File: src/rtl/sa_job_if.sv
// Bundle shared by the systolic-array job scheduler, its two requesters and the array.
// The master side is the scheduler; the slave side groups the requesters and the array.
interface sa_job_if #(
    parameter int unsigned TILE_W = 4
);
    logic [1:0]        req;
    logic [TILE_W-1:0] ntile0;
    logic [TILE_W-1:0] ntile1;
    logic              sa_out_vld;
    logic [1:0]        gnt;
    logic [1:0]        done;
    logic [1:0]        err;
    logic              sa_clr;
    logic              sa_start;
    logic [TILE_W-1:0] k_tile;
    logic              acc_first_c;
    logic              acc_last_c;
    logic              busy;

    modport master (
        input  req, ntile0, ntile1, sa_out_vld,
        output gnt, done, err, sa_clr, sa_start, k_tile, acc_first_c, acc_last_c, busy
    );

    modport slave (
        output req, ntile0, ntile1, sa_out_vld,
        input  gnt, done, err, sa_clr, sa_start, k_tile, acc_first_c, acc_last_c, busy
    );
endinterface

File: src/rtl/sa_job_scheduler.sv
// Shares one 16x16 systolic array between two requesters: round-robin grant, per-tile
// clear/start/wait sequencing, accumulator first/last qualifiers and a per-tile watchdog.
module sa_job_scheduler #(
    parameter int unsigned TILE_W  = 4,
    parameter int unsigned TO_W    = 11,
    parameter int unsigned TIMEOUT = 1024
) (
    input  logic     clk,
    input  logic     rst,
    sa_job_if.master bus
);
    typedef enum logic [2:0] {
        IDLE  = 3'd0,
        CLR   = 3'd1,
        START = 3'd2,
        WAIT  = 3'd3,
        DONE  = 3'd4,
        ABORT = 3'd5
    } state_t;

    state_t            state, state_n;
    logic              owner, owner_n;
    logic              ptr, ptr_n;
    logic [TILE_W-1:0] cnt, cnt_n;
    logic [TILE_W-1:0] tile, tile_n;
    logic [TO_W-1:0]   wdog, wdog_n;

    logic [1:0]        gnt_q, gnt_n;
    logic [1:0]        done_q, done_n;
    logic [1:0]        err_q, err_n;
    logic              clr_q, clr_n;
    logic              start_q, start_n;
    logic              busy_q, busy_n;

    logic              last_tile;
    logic              winner;
    logic [TILE_W-1:0] req_cnt;
    logic [1:0]        owner_oh_n;

    // Pointer wins only on a tie; a lone request wins outright.
    assign winner    = (bus.req == 2'b11) ? ptr : bus.req[1];
    assign req_cnt   = winner ? bus.ntile1 : bus.ntile0;
    assign last_tile = (tile == cnt - TILE_W'(1));

    always_comb begin
        state_n = state;
        owner_n = owner;
        ptr_n   = ptr;
        cnt_n   = cnt;
        tile_n  = tile;
        wdog_n  = wdog;
        unique case (state)
            IDLE: begin
                if (|bus.req) begin
                    owner_n = winner;
                    cnt_n   = (req_cnt == '0) ? TILE_W'(1) : req_cnt;
                    tile_n  = '0;
                    state_n = CLR;
                end
            end
            CLR:   state_n = START;
            START: begin
                wdog_n  = '0;
                state_n = WAIT;
            end
            WAIT: begin
                // A valid beats a same-cycle timeout.
                if (bus.sa_out_vld) begin
                    if (last_tile) begin
                        state_n = DONE;
                    end else begin
                        tile_n  = tile + TILE_W'(1);
                        state_n = CLR;
                    end
                end else if (wdog == TO_W'(TIMEOUT - 1)) begin
                    state_n = ABORT;
                end else begin
                    wdog_n = wdog + TO_W'(1);
                end
            end
            DONE, ABORT: begin
                ptr_n   = ~owner;
                state_n = IDLE;
            end
            default: state_n = IDLE;
        endcase

        owner_oh_n = owner_n ? 2'b10 : 2'b01;
        gnt_n      = (state_n == CLR || state_n == START || state_n == WAIT) ? owner_oh_n : 2'b00;
        done_n     = (state_n == DONE)  ? owner_oh_n : 2'b00;
        err_n      = (state_n == ABORT) ? owner_oh_n : 2'b00;
        clr_n      = (state_n == CLR);
        start_n    = (state_n == START);
        busy_n     = (state_n != IDLE);
    end

    always_ff @(posedge clk) begin
        if (rst) begin
            state   <= IDLE;
            owner   <= 1'b0;
            ptr     <= 1'b0;
            cnt     <= '0;
            tile    <= '0;
            wdog    <= '0;
            gnt_q   <= 2'b00;
            done_q  <= 2'b00;
            err_q   <= 2'b00;
            clr_q   <= 1'b0;
            start_q <= 1'b0;
            busy_q  <= 1'b0;
        end else begin
            state   <= state_n;
            owner   <= owner_n;
            ptr     <= ptr_n;
            cnt     <= cnt_n;
            tile    <= tile_n;
            wdog    <= wdog_n;
            gnt_q   <= gnt_n;
            done_q  <= done_n;
            err_q   <= err_n;
            clr_q   <= clr_n;
            start_q <= start_n;
            busy_q  <= busy_n;
        end
    end

    assign bus.gnt         = gnt_q;
    assign bus.done        = done_q;
    assign bus.err         = err_q;
    assign bus.sa_clr      = clr_q;
    assign bus.sa_start    = start_q;
    assign bus.busy        = busy_q;
    assign bus.k_tile      = tile;
    // Accumulator qualifiers ride on the valid itself, so they stay combinational.
    assign bus.acc_first_c = (state == WAIT) && bus.sa_out_vld && (tile == '0);
    assign bus.acc_last_c  = (state == WAIT) && bus.sa_out_vld && last_tile;
endmodule

File: src/flat_wrapper.sv
// flat-port wrapper written by rule: the top's interface ports become plain ports
module sa_job_scheduler_flat 
#(
    parameter int unsigned TILE_W  = 4,
    parameter int unsigned TO_W    = 11,
    parameter int unsigned TIMEOUT = 1024
)
  (clk, rst, bus_req, bus_ntile0, bus_ntile1, bus_sa_out_vld, bus_gnt, bus_done, bus_err, bus_sa_clr, bus_sa_start, bus_k_tile, bus_acc_first_c, bus_acc_last_c, bus_busy);
  sa_job_if #(.TILE_W(TILE_W)) bus_i ();
  input  logic clk;
  input  logic rst;
  input wire logic [$bits(bus_i.req)-1:0] bus_req;
  input wire logic [$bits(bus_i.ntile0)-1:0] bus_ntile0;
  input wire logic [$bits(bus_i.ntile1)-1:0] bus_ntile1;
  input wire logic [$bits(bus_i.sa_out_vld)-1:0] bus_sa_out_vld;
  output wire logic [$bits(bus_i.gnt)-1:0] bus_gnt;
  output wire logic [$bits(bus_i.done)-1:0] bus_done;
  output wire logic [$bits(bus_i.err)-1:0] bus_err;
  output wire logic [$bits(bus_i.sa_clr)-1:0] bus_sa_clr;
  output wire logic [$bits(bus_i.sa_start)-1:0] bus_sa_start;
  output wire logic [$bits(bus_i.k_tile)-1:0] bus_k_tile;
  output wire logic [$bits(bus_i.acc_first_c)-1:0] bus_acc_first_c;
  output wire logic [$bits(bus_i.acc_last_c)-1:0] bus_acc_last_c;
  output wire logic [$bits(bus_i.busy)-1:0] bus_busy;
  assign bus_i.req = bus_req;
  assign bus_i.ntile0 = bus_ntile0;
  assign bus_i.ntile1 = bus_ntile1;
  assign bus_i.sa_out_vld = bus_sa_out_vld;
  assign bus_gnt = bus_i.gnt;
  assign bus_done = bus_i.done;
  assign bus_err = bus_i.err;
  assign bus_sa_clr = bus_i.sa_clr;
  assign bus_sa_start = bus_i.sa_start;
  assign bus_k_tile = bus_i.k_tile;
  assign bus_acc_first_c = bus_i.acc_first_c;
  assign bus_acc_last_c = bus_i.acc_last_c;
  assign bus_busy = bus_i.busy;
  sa_job_scheduler #(.TILE_W(TILE_W), .TO_W(TO_W), .TIMEOUT(TIMEOUT)) u_core (.clk(clk), .rst(rst), .bus(bus_i));
endmodule
File: config.mk
export PLATFORM = sky130hd
export DESIGN_NAME = sa_job_scheduler_flat
export DESIGN_NICKNAME = d
export VERILOG_FILES = /design/src/rtl/sa_job_if.sv /design/src/rtl/sa_job_scheduler.sv /design/src/flat_wrapper.sv
export SDC_FILE = /design/constraint.sdc
export NUM_CORES = 1
export LEC_CHECK = 0
export CAP_MARGIN = 5
export CORE_UTILIZATION = 35
export DETAILED_ROUTE_END_ITERATION = 10
export PLACE_DENSITY = 0.55
export REMOVE_ABC_BUFFERS = 1
export SYNTH_ARGS = -nofsm -noshare
export SYNTH_HDL_FRONTEND = slang
export SYNTH_SLANG_ARGS = --single-unit
File: constraint.sdc
create_clock -name clk -period 3.6 [get_ports clk]
set_input_delay 0.54 -clock clk [delete_from_list [all_inputs] [get_ports clk]]
set_output_delay 0.54 -clock clk [all_outputs]
set_load 0.02 [all_outputs]
# Word-level counts from Yosys, hierarchy flattened
# Index checks and enable logic that the tools add are counted.
# Widths: inputs -> output; s select.
[op_classes]
n_addsub = 3
eq_ne = 18
n_mux = 18
bitwise_logic = 4
reduce_logical = 19
[op_table]
columns = ["op", "count"]
rows = [
  ["$mux 11", 2],
  ["$pmux 11 s2", 1],
  ["$mux 4", 5],
  ["$eq 3x2->1 const B", 4],
  ["$eq 3x3->1 const B", 4],
  ["$mux 3", 4],
  ["$pmux 3 s4", 1],
  ["$add 11x1->11 const B", 1],
  ["$eq 11x10->1 const B", 1],
  ["$reduce_or 2->1", 5],
  ["$logic_not 4->1", 2],
  ["$ne 2x2->1 const B", 4],
  ["$pmux 4 s2", 1],
  ["$eq 3x1->1 const B", 2],
  ["$add 4x1->4 const B", 1],
  ["$eq 4x4->1", 1],
  ["$not 1->1", 4],
  ["$reduce_and 4->1", 1],
  ["$reduce_bool 2->1", 2],
  ["$sub 4x1->4 const B", 1],
  ["$logic_and 1x1->1", 3],
  ["$logic_not 3->1", 1],
  ["$mux 1", 3],
  ["$reduce_and 3->1", 1],
  ["6 further kinds", 7],
]
[totals]
ff_bits = 33
inputBits = 13
out_inout_bits = 15
word_cells = 74

# Logic depth before layout (Yosys ltp)
[logic_depth]
word_depth = 10
mapped_depth = 7

# Worst setup path after synthesis
# OpenSTA, ideal clock, no wires.
[synth_path]
path_type = "register to output"
start = "register u_core.tile[2], in the netlist u_core.bus.k_tile[2]"
end = "output port bus_acc_last_c"
arrival_ns = 1.555
required_ns = 3.060
setup_slack_ns = 1.505
stages_incl_launch_ff = 5
path_buffers = 0
cell_sequence = "dfxtp_1 -> xor3_2 -> nor3_4 -> nand2_1 -> nor2_1"
[synth_via]
elab_chain_cells = 2
[synth_rtl]
columns = ["item", "line_no", "source"]
rows = [
  ["start: declaration", "sa_job_scheduler.sv:25", "logic [TILE_W-1:0] tile, tile_n;"],
  ["start signal: assignment", "sa_job_scheduler.sv:116", "tile <= tile_n;"],
  ["$eq 4x4->1", "sa_job_scheduler.sv:43", "assign last_tile = (tile == cnt - TILE_W'(1));"],
  ["$logic_and 1x1->1", "sa_job_scheduler.sv:136", "assign bus.acc_last_c = (state == WAIT) && bus.sa_out_vld && last_tile;"],
  ["end: declaration", "flat_wrapper.sv:23", "output wire logic [$bits(bus_i.acc_last_c)-1:0] bus_acc_last_c;"],
]
# No other way between the ends.

# Worst setup path in the final report
[layout_path]
start = "register u_core.cnt[0]"
end = "output port bus_acc_last_c"
[layout_via]
elab_chain_cells = 3
[layout_rtl]
columns = ["item", "line_no", "source"]
rows = [
  ["start: declaration", "sa_job_scheduler.sv:24", "logic [TILE_W-1:0] cnt, cnt_n;"],
  ["start signal: assignment", "sa_job_scheduler.sv:115", "cnt <= cnt_n;"],
  ["$sub 4x1->4", "sa_job_scheduler.sv:43", ""],
  ["$eq 4x4->1", "sa_job_scheduler.sv:43", ""],
  ["$logic_and 1x1->1", "sa_job_scheduler.sv:136", ""],
]
# No other way between the ends.

==> qor.csv <==
metric,value,unit
status,completed,
# hold bufs at CTS,0,
htree depth,2,
CTS root buf,clkbuf_8,
Final GP Congestion,0.9085,
initial antenna violation count,0,
WP data arrival,2310,ps
share of cells above drive strength 1,0.1336,
CTS tree,done,
nets@finish,233,
placed cells,276,
pwr dens,379.9,nW/um^2
Tcrit/Tclk final,0.7916,
initial drt markers,35,
clock latency on the worst-skew pair,290,ps
Syn-to-layout area delta,24.20,%
core footprint,4723,sq um
fill count,463,
TritonRoute pass-1 iters,4,
vias in the first global route,1403,
Residual DRC,0,
top_reg_cell synth,dfxtp_1,
HP Class,reg -> reg,
unrepaired setup endpoints after global routing,no,
post-synthesis cell count,185,
remaining global-route overflow,0,
flip-flop and latch count after synthesis,33,
Worst slew margin,0.5188,
leakage,0.7958,nW
setup_tns,0,ps
r2r endpoint,u_core.wdog[6],
worst slew pin tran,719.1,ps
Die ar.,5218,sq um
Die X,72.24,microns
CTS Buf Count,5,
die boundary height,72.24,microns
Post-CTS Setup Inserts,0,
"EDFF count, synth",0,
sequential share of the synthesized area,0.3826,
placed cell area,2062,sq um
hpwl dp,3002,microns
Synth Warn #,0,
Reg-to-Reg Start,u_core.wdog[0],
clock sinks,33,
Worst IR Drop VDD,181.7,uV
vias per cell,5.025,
Final Cell Area,2145,sq um
Ant. Diodes,0,
global-route wire length before repair,6548,microns
crit end category,output port,
Worst Setup SP,u_core.cnt[0],
final setup violation count,0,
clock skew,3.986,ps
critical path launch point type,flip-flop,
FF-to-FF path depth,6,
Port-buffer cells,27,
post_cts resized,0,
vias,1427,
Synth Area per Inst,9.333,sq um
gr usage total,0.1648,
largest net degree at the start of global routing,15,
Required @ worst endpoint,3060,ps
Max Slew Vio Count,0,
reg-to-reg setup timing slack,1550,ps
final hold violation count,0,
Post-synth ARST share,0,
Post-Syn Area,1727,sq um
Hold Crit Start,u_core.owner,
fin worst setup slack,750.2,ps
max_cap viols,0,
Cell Rows,25,
fin cells,284,
ANT nets after route,0,
Critical Path Sink,bus_acc_last_c,
final wirelength,3857,microns
CP Class,reg -> out,
crit path max fanout,4,
fmax,0.3509,GHz
clk slew on worst S/H paths,70,ps
fin crit period,2850,ps
pre-CTS worst setup slack,873.4,ps
library cells used by synthesis,58,
wire per inst,13.58,microns
Initial Util,0.3656,
IO Pins,28,
Longest Clk Path Bufs,2,
[power breakdown]
part           internal (mW)  switching [mW]
sequential             0.380          0.0138
clock                  0.134           0.133
combinational         0.0683          0.0858
[cell usage in the layout, fill, tap and decap left out, types with 2 or more instances in the layout]
master and n:
a31o_2 2, nand2_1 7, a21oi_1 8, o21ai_0 3
nand2b_1 2, dfxtp_1 33, clkinv_2 2, mux2i_1 3
clkdlybuf4s50_1 27, nor3_1 15, inv_1 10, nor2_1 24
and2_1 2, clkbuf_8 5, nand3b_1 2, nor3b_2 3
nor3b_1 2, xnor2_1 8, ha_1 4, nand3_1 5
or3_1 4, a211oi_1 5, nor2b_1 3
[cell usage after synthesis (all sizes together) (2+ instances only)]
| library cell | n | share of area |
|---|---|---|
| nor2b | 3 | 0.011 |
| nand3b | 2 | 0.0087 |
| a21oi | 8 | 0.023 |
| inv | 10 | 0.022 |
| nor3b | 5 | 0.030 |
| ha | 4 | 0.029 |
| a2bb2oi | 2 | 0.014 |
| a31o | 3 | 0.015 |
| o21ai | 5 | 0.021 |
| xnor2 | 8 | 0.041 |
| nand4 | 2 | 0.016 |
| nor2 | 24 | 0.052 |
| and2 | 3 | 0.012 |
| nand3 | 5 | 0.014 |
| dfxtp | 33 | 0.38 |
| nor3 | 17 | 0.059 |
| a211oi | 5 | 0.022 |
| a31oi | 2 | 0.011 |
| mux2i | 3 | 0.017 |
| o31ai | 2 | 0.012 |
| or2 | 3 | 0.011 |
| mux2 | 2 | 0.015 |
| buf | 3 | 0.013 |
| nand2 | 7 | 0.015 |
| nand2b | 2 | 0.0072 |
| or3 | 5 | 0.021 |
[final cells by class]
class	instances	area (sq um)	share of cell area
clock buffers	6	72.57	0.03384
multi-input cells	138	1002	0.4673
flip-flops and latches	33	660.6	0.3081
well taps	67	83.83	0.03909
inverters	10	37.54	0.01750
repair buffers	28	277.8	0.1295
clock inverters	2	10.01	0.004667
[flip-flops by register name, summed over array words and instances, names as in the netlist]
signal / flops
u_core.wdog: 11
u_core.bus.k_tile: 4
u_core.cnt: 4
u_core.state: 3
u_core.bus.done: 2
u_core.bus.err: 2
u_core.bus.gnt: 2
u_core.bus.busy: 1
u_core.bus.sa_clr: 1
u_core.bus.sa_start: 1
u_core.owner: 1
u_core.ptr: 1
[through the flow]
step	hold WS, ps	total power, mW	utilization
finish	445.1	0.8146	0.4540
detailed placement	432.3	0.5558	0.4366
global placement	425.1	0.5519	0.4366
floorplan	409.1	0.4995	-
global route	470.3	0.8550	0.4540
CTS	441.9	0.8245	0.4540
[worst max-delay path, stage by stage, from the launching register on]
cell             delay [ps]
dfxtp_1                 380
inv_1                    60
ha_1                    300
xnor2_1                 160
nor3_4                  240
nand2_1                 120
nor2_1                  140
clkdlybuf4s50_1         610
[worst min path at each step]
stage / to / slack (ps) / depth (start not counted)
floorplan: u_core.ptr / 410 / 1
global placement: u_core.ptr / 430 / 1
detailed placement: u_core.ptr / 430 / 1
CTS: u_core.ptr / 440 / 1
global route: u_core.ptr / 470 / 1
finish: u_core.ptr / 450 / 1
[logic make-up after synthesis]
kind of cell | synth area share
and+or+nand+nor | 0.2928
AOI/OAI and AO/OA | 0.1660
DFF | 0.3826
buffers and inverters | 0.03696
xor gates and xnor gates | 0.06015
muxes | 0.03261
adders and majority gates | 0.02899
[metal layers]
metal,vias to the layer above,wire length (microns),global-route usage
li1,727,-,-
met1,673,1923,0.2211
met2,21,1755,0.2492
met3,6,117,0.04444
met4,0,61,0.06972
met5,-,0,0
No activity file was read; power rests on OpenSTA's default activity.
==> patch, RTL diff (same settings) <==
`TO_W` is set to 11 in 2 places; all go to 22.
--- a/src/rtl/sa_job_scheduler.sv
+++ b/src/rtl/sa_job_scheduler.sv
@@ -2,7 +2,7 @@
 // clear/start/wait sequencing, accumulator first/last qualifiers and a per-tile watchdog.
 module sa_job_scheduler #(
     parameter int unsigned TILE_W  = 4,
-    parameter int unsigned TO_W    = 11,
+    parameter int unsigned TO_W    = 22,
     parameter int unsigned TIMEOUT = 1024
 ) (
     input  logic     clk,
--- a/src/flat_wrapper.sv
+++ b/src/flat_wrapper.sv
@@ -2,7 +2,7 @@
 module sa_job_scheduler_flat 
 #(
     parameter int unsigned TILE_W  = 4,
-    parameter int unsigned TO_W    = 11,
+    parameter int unsigned TO_W    = 22,
     parameter int unsigned TIMEOUT = 1024
 )
   (clk, rst, bus_req, bus_ntile0, bus_ntile1, bus_sa_out_vld, bus_gnt, bus_done, bus_err, bus_sa_clr, bus_sa_start, bus_k_tile, bus_acc_first_c, bus_acc_last_c, bus_busy);
Function: no difference found for any inputs over 10 cycles, from zero or initial values and one cycle with rst high; that may be too few to reach the edited logic, so the function may still have changed.
==> patch against the original RTL <==
Area after synthesis rose by 34%. Cell count up 34%. Clock skew increased by 0.0092 ns. Critical path depth unchanged. Power rose by 21%. Register-to-register slack got worse by 0.38 ns. Design area up 27%. Sequential cell count up 11. Hold slack improved by 0.0022 ns. Routed wire length up 42%. Maximum frequency is 1.0% lower. Worst setup slack got worse by 0.029 ns.
==> patch: results (changes against the original RTL) <==
Outcome
  – Outcome: finished, final reports clean (unchanged)

Final layout
  – Biggest register: u_core.wdog (unchanged)
  – Fillers: 675 (was 463)
  – Share of cells above drive strength 1: 8.22% (was 13.4%)
  – Fin nets: 320 (was 233)
  – Max reg flops: 22 (was 11)
  – Diodes inserted: 0 (unchanged)

Synth
  – Async SR Flop Fraction: 0% (unchanged)
  – Synthesized area: 0.00232 mm^2 (was 0.00173 mm^2)
  – Yosys warns: 0 (unchanged)
  – Commonest cells post-synth: 44 x dfxtp_1, 26 x nand2_1, 24 x nor2_1 (was 33 x dfxtp_1, 24 x nor2_1, 15 x nor3_1)
  – Largest cells by area after synthesis: dfxtp_1 38%, a21oi_1 4.3%, nand2_1 4.2% (was dfxtp_1 38%, nor2_1 5.2%, nor3_1 4.3%)
  – Synth unique cells: 53 (was 58)
  – Seq/Total Area, Yosys: 38.0% (was 38.3%)

Placed design
  – DP Area: 0.00263 mm^2 (was 0.00206 mm^2)
  – Post-DP HPWL: 3.92 mm (was 3.00 mm)
  – Final GP Congestion: 0.809 (was 0.909)
  – Port Buffers: 27 (unchanged)

Detailed routing
  – Post-Route WL: 5.47 mm (was 3.86 mm)
  – Uppermost layer routed: met4 (unchanged)
  – DRT iter0 DRCs: 113 (was 35)
  – Vias after detailed routing: 2085 (was 1427)
  – DRT Pass-1 Iters: 4 (unchanged)
  – DR WL met2: 2.50 mm (was 1.76 mm)
  – Wire length on met3: 190 um (was 117 um)
  – Routed met1 length: 2.72 mm (was 1.92 mm)

Timing
  – Slew headroom: 52.9% (was 51.9%)
  – Final setup viols: 0 (unchanged)
  – Final Skew: 0.0132 ns (was 0.00399 ns)

Power and ir drop
  – Leak: 0.933 nW (was 0.796 nW)
  – Maximum vdd ir drop: 210 uV (was 182 uV)

Global route
  – Met1 Usage GRT: 23.4% (was 22.1%)
  – Vias in the first global route: 1908 (was 1403)
  – Pin count of the biggest net entering global routing: 27 (was 15)
  – Initial antenna violation count: 0 (unchanged)
  – Grt met2 use: 24.9% (about the same)
  – Met3 Track Usage GR: 3.08% (was 4.44%)
  – First-pass GRT wire length: 9.26 mm (was 6.55 mm)
  – Total GRT Usage: 16.4% (was 16.5%)

Worst hold path
  – HP Class: reg -> reg (unchanged)

Clocking
  – CTS root buf: clkbuf_8 (unchanged)
  – Skew-Pair Late Insertion Delay: 0.31 ns (was 0.29 ns)
  – CTS buffer count: 5 (unchanged)
  – Post-CTS setup buffer count: 0 (unchanged)
  – Clk slew on worst S/H paths: 0.10 ns (was 0.07 ns)
  – Post-CTS Resized: 0 (unchanged)
  – H-tree levels: 2 (unchanged)
  – CTS Buffer Depth: 2 (unchanged)

Critical path
  – CP max FO: 5 (was 4)
  – CP Data Arrival Time: 2.34 ns (was 2.31 ns)
-- patch: power breakdown --
part	internal, W	total [W]	switching, W
logic	0.0000607	0.000146	0.0000851
registers	0.000500	0.000515	0.0000149
clock network	0.000138	0.000322	0.000184
total	0.000699	0.000983	0.000284
-- patch: metrics by stage --
stage	setup WS (ns)	hold WS, ns	total power [W]	util, %	std cells
after floorplan	1.53	0.409	0.000611	-	265
after global placement	0.775	0.430	0.000671	41.1	373
after detailed placement	0.793	0.430	0.000673	41.1	373
after CTS	0.675	0.447	0.000997	42.6	381
after global routing	0.522	0.498	0.00103	42.6	381
final	0.721	0.447	0.000983	42.6	381
-- patch: cells by family after synthesis --
family          after synthesis  synth area share [%]
buf+inv                      24                  5.18
flops                        44                  38.0
fa+ha+maj                     4                  2.16
xor+xnor                     10                  4.43
simple gates                135                  31.6
mux                           3                  1.30
compound gates               60                  17.3
-- patch: area by class of cell --
cell class / count / area [um^2] / area share (%)
Multi-Input combinational cell: 212 / 1320 / 48.4
Sequential cell: 44 / 881 / 32.4
Timing Repair Buffer: 31 / 300 / 11.0
Tap cell: 77 / 96.3 / 3.54
Clock buffer: 5 / 68.8 / 2.53
Inverter: 9 / 33.8 / 1.24
Clock inverter: 3 / 23.8 / 0.874
-- patch: path summary, 6_finish.rpt --
check	start	to	slack [ns]	cells past startpoint
worst min-delay path	u_core.owner	u_core.ptr	0.45	1
worst min register to register	u_core.owner	u_core.ptr	0.45	1
worst max register to register	u_core.wdog[0]	u_core.wdog[15]	1.17	7
worst max-delay path	u_core.cnt[0]	bus_acc_last_c	0.72	7
-- patch: worst max-delay path, cell delays in order, from the launching register on --
cell and delay [ns]:
dfxtp_1 0.39, inv_1 0.06, ha_1 0.31, xnor2_1 0.14, nor3_2 0.25, nand3_1 0.21, inv_1 0.10, clkdlybuf4s50_1 0.60
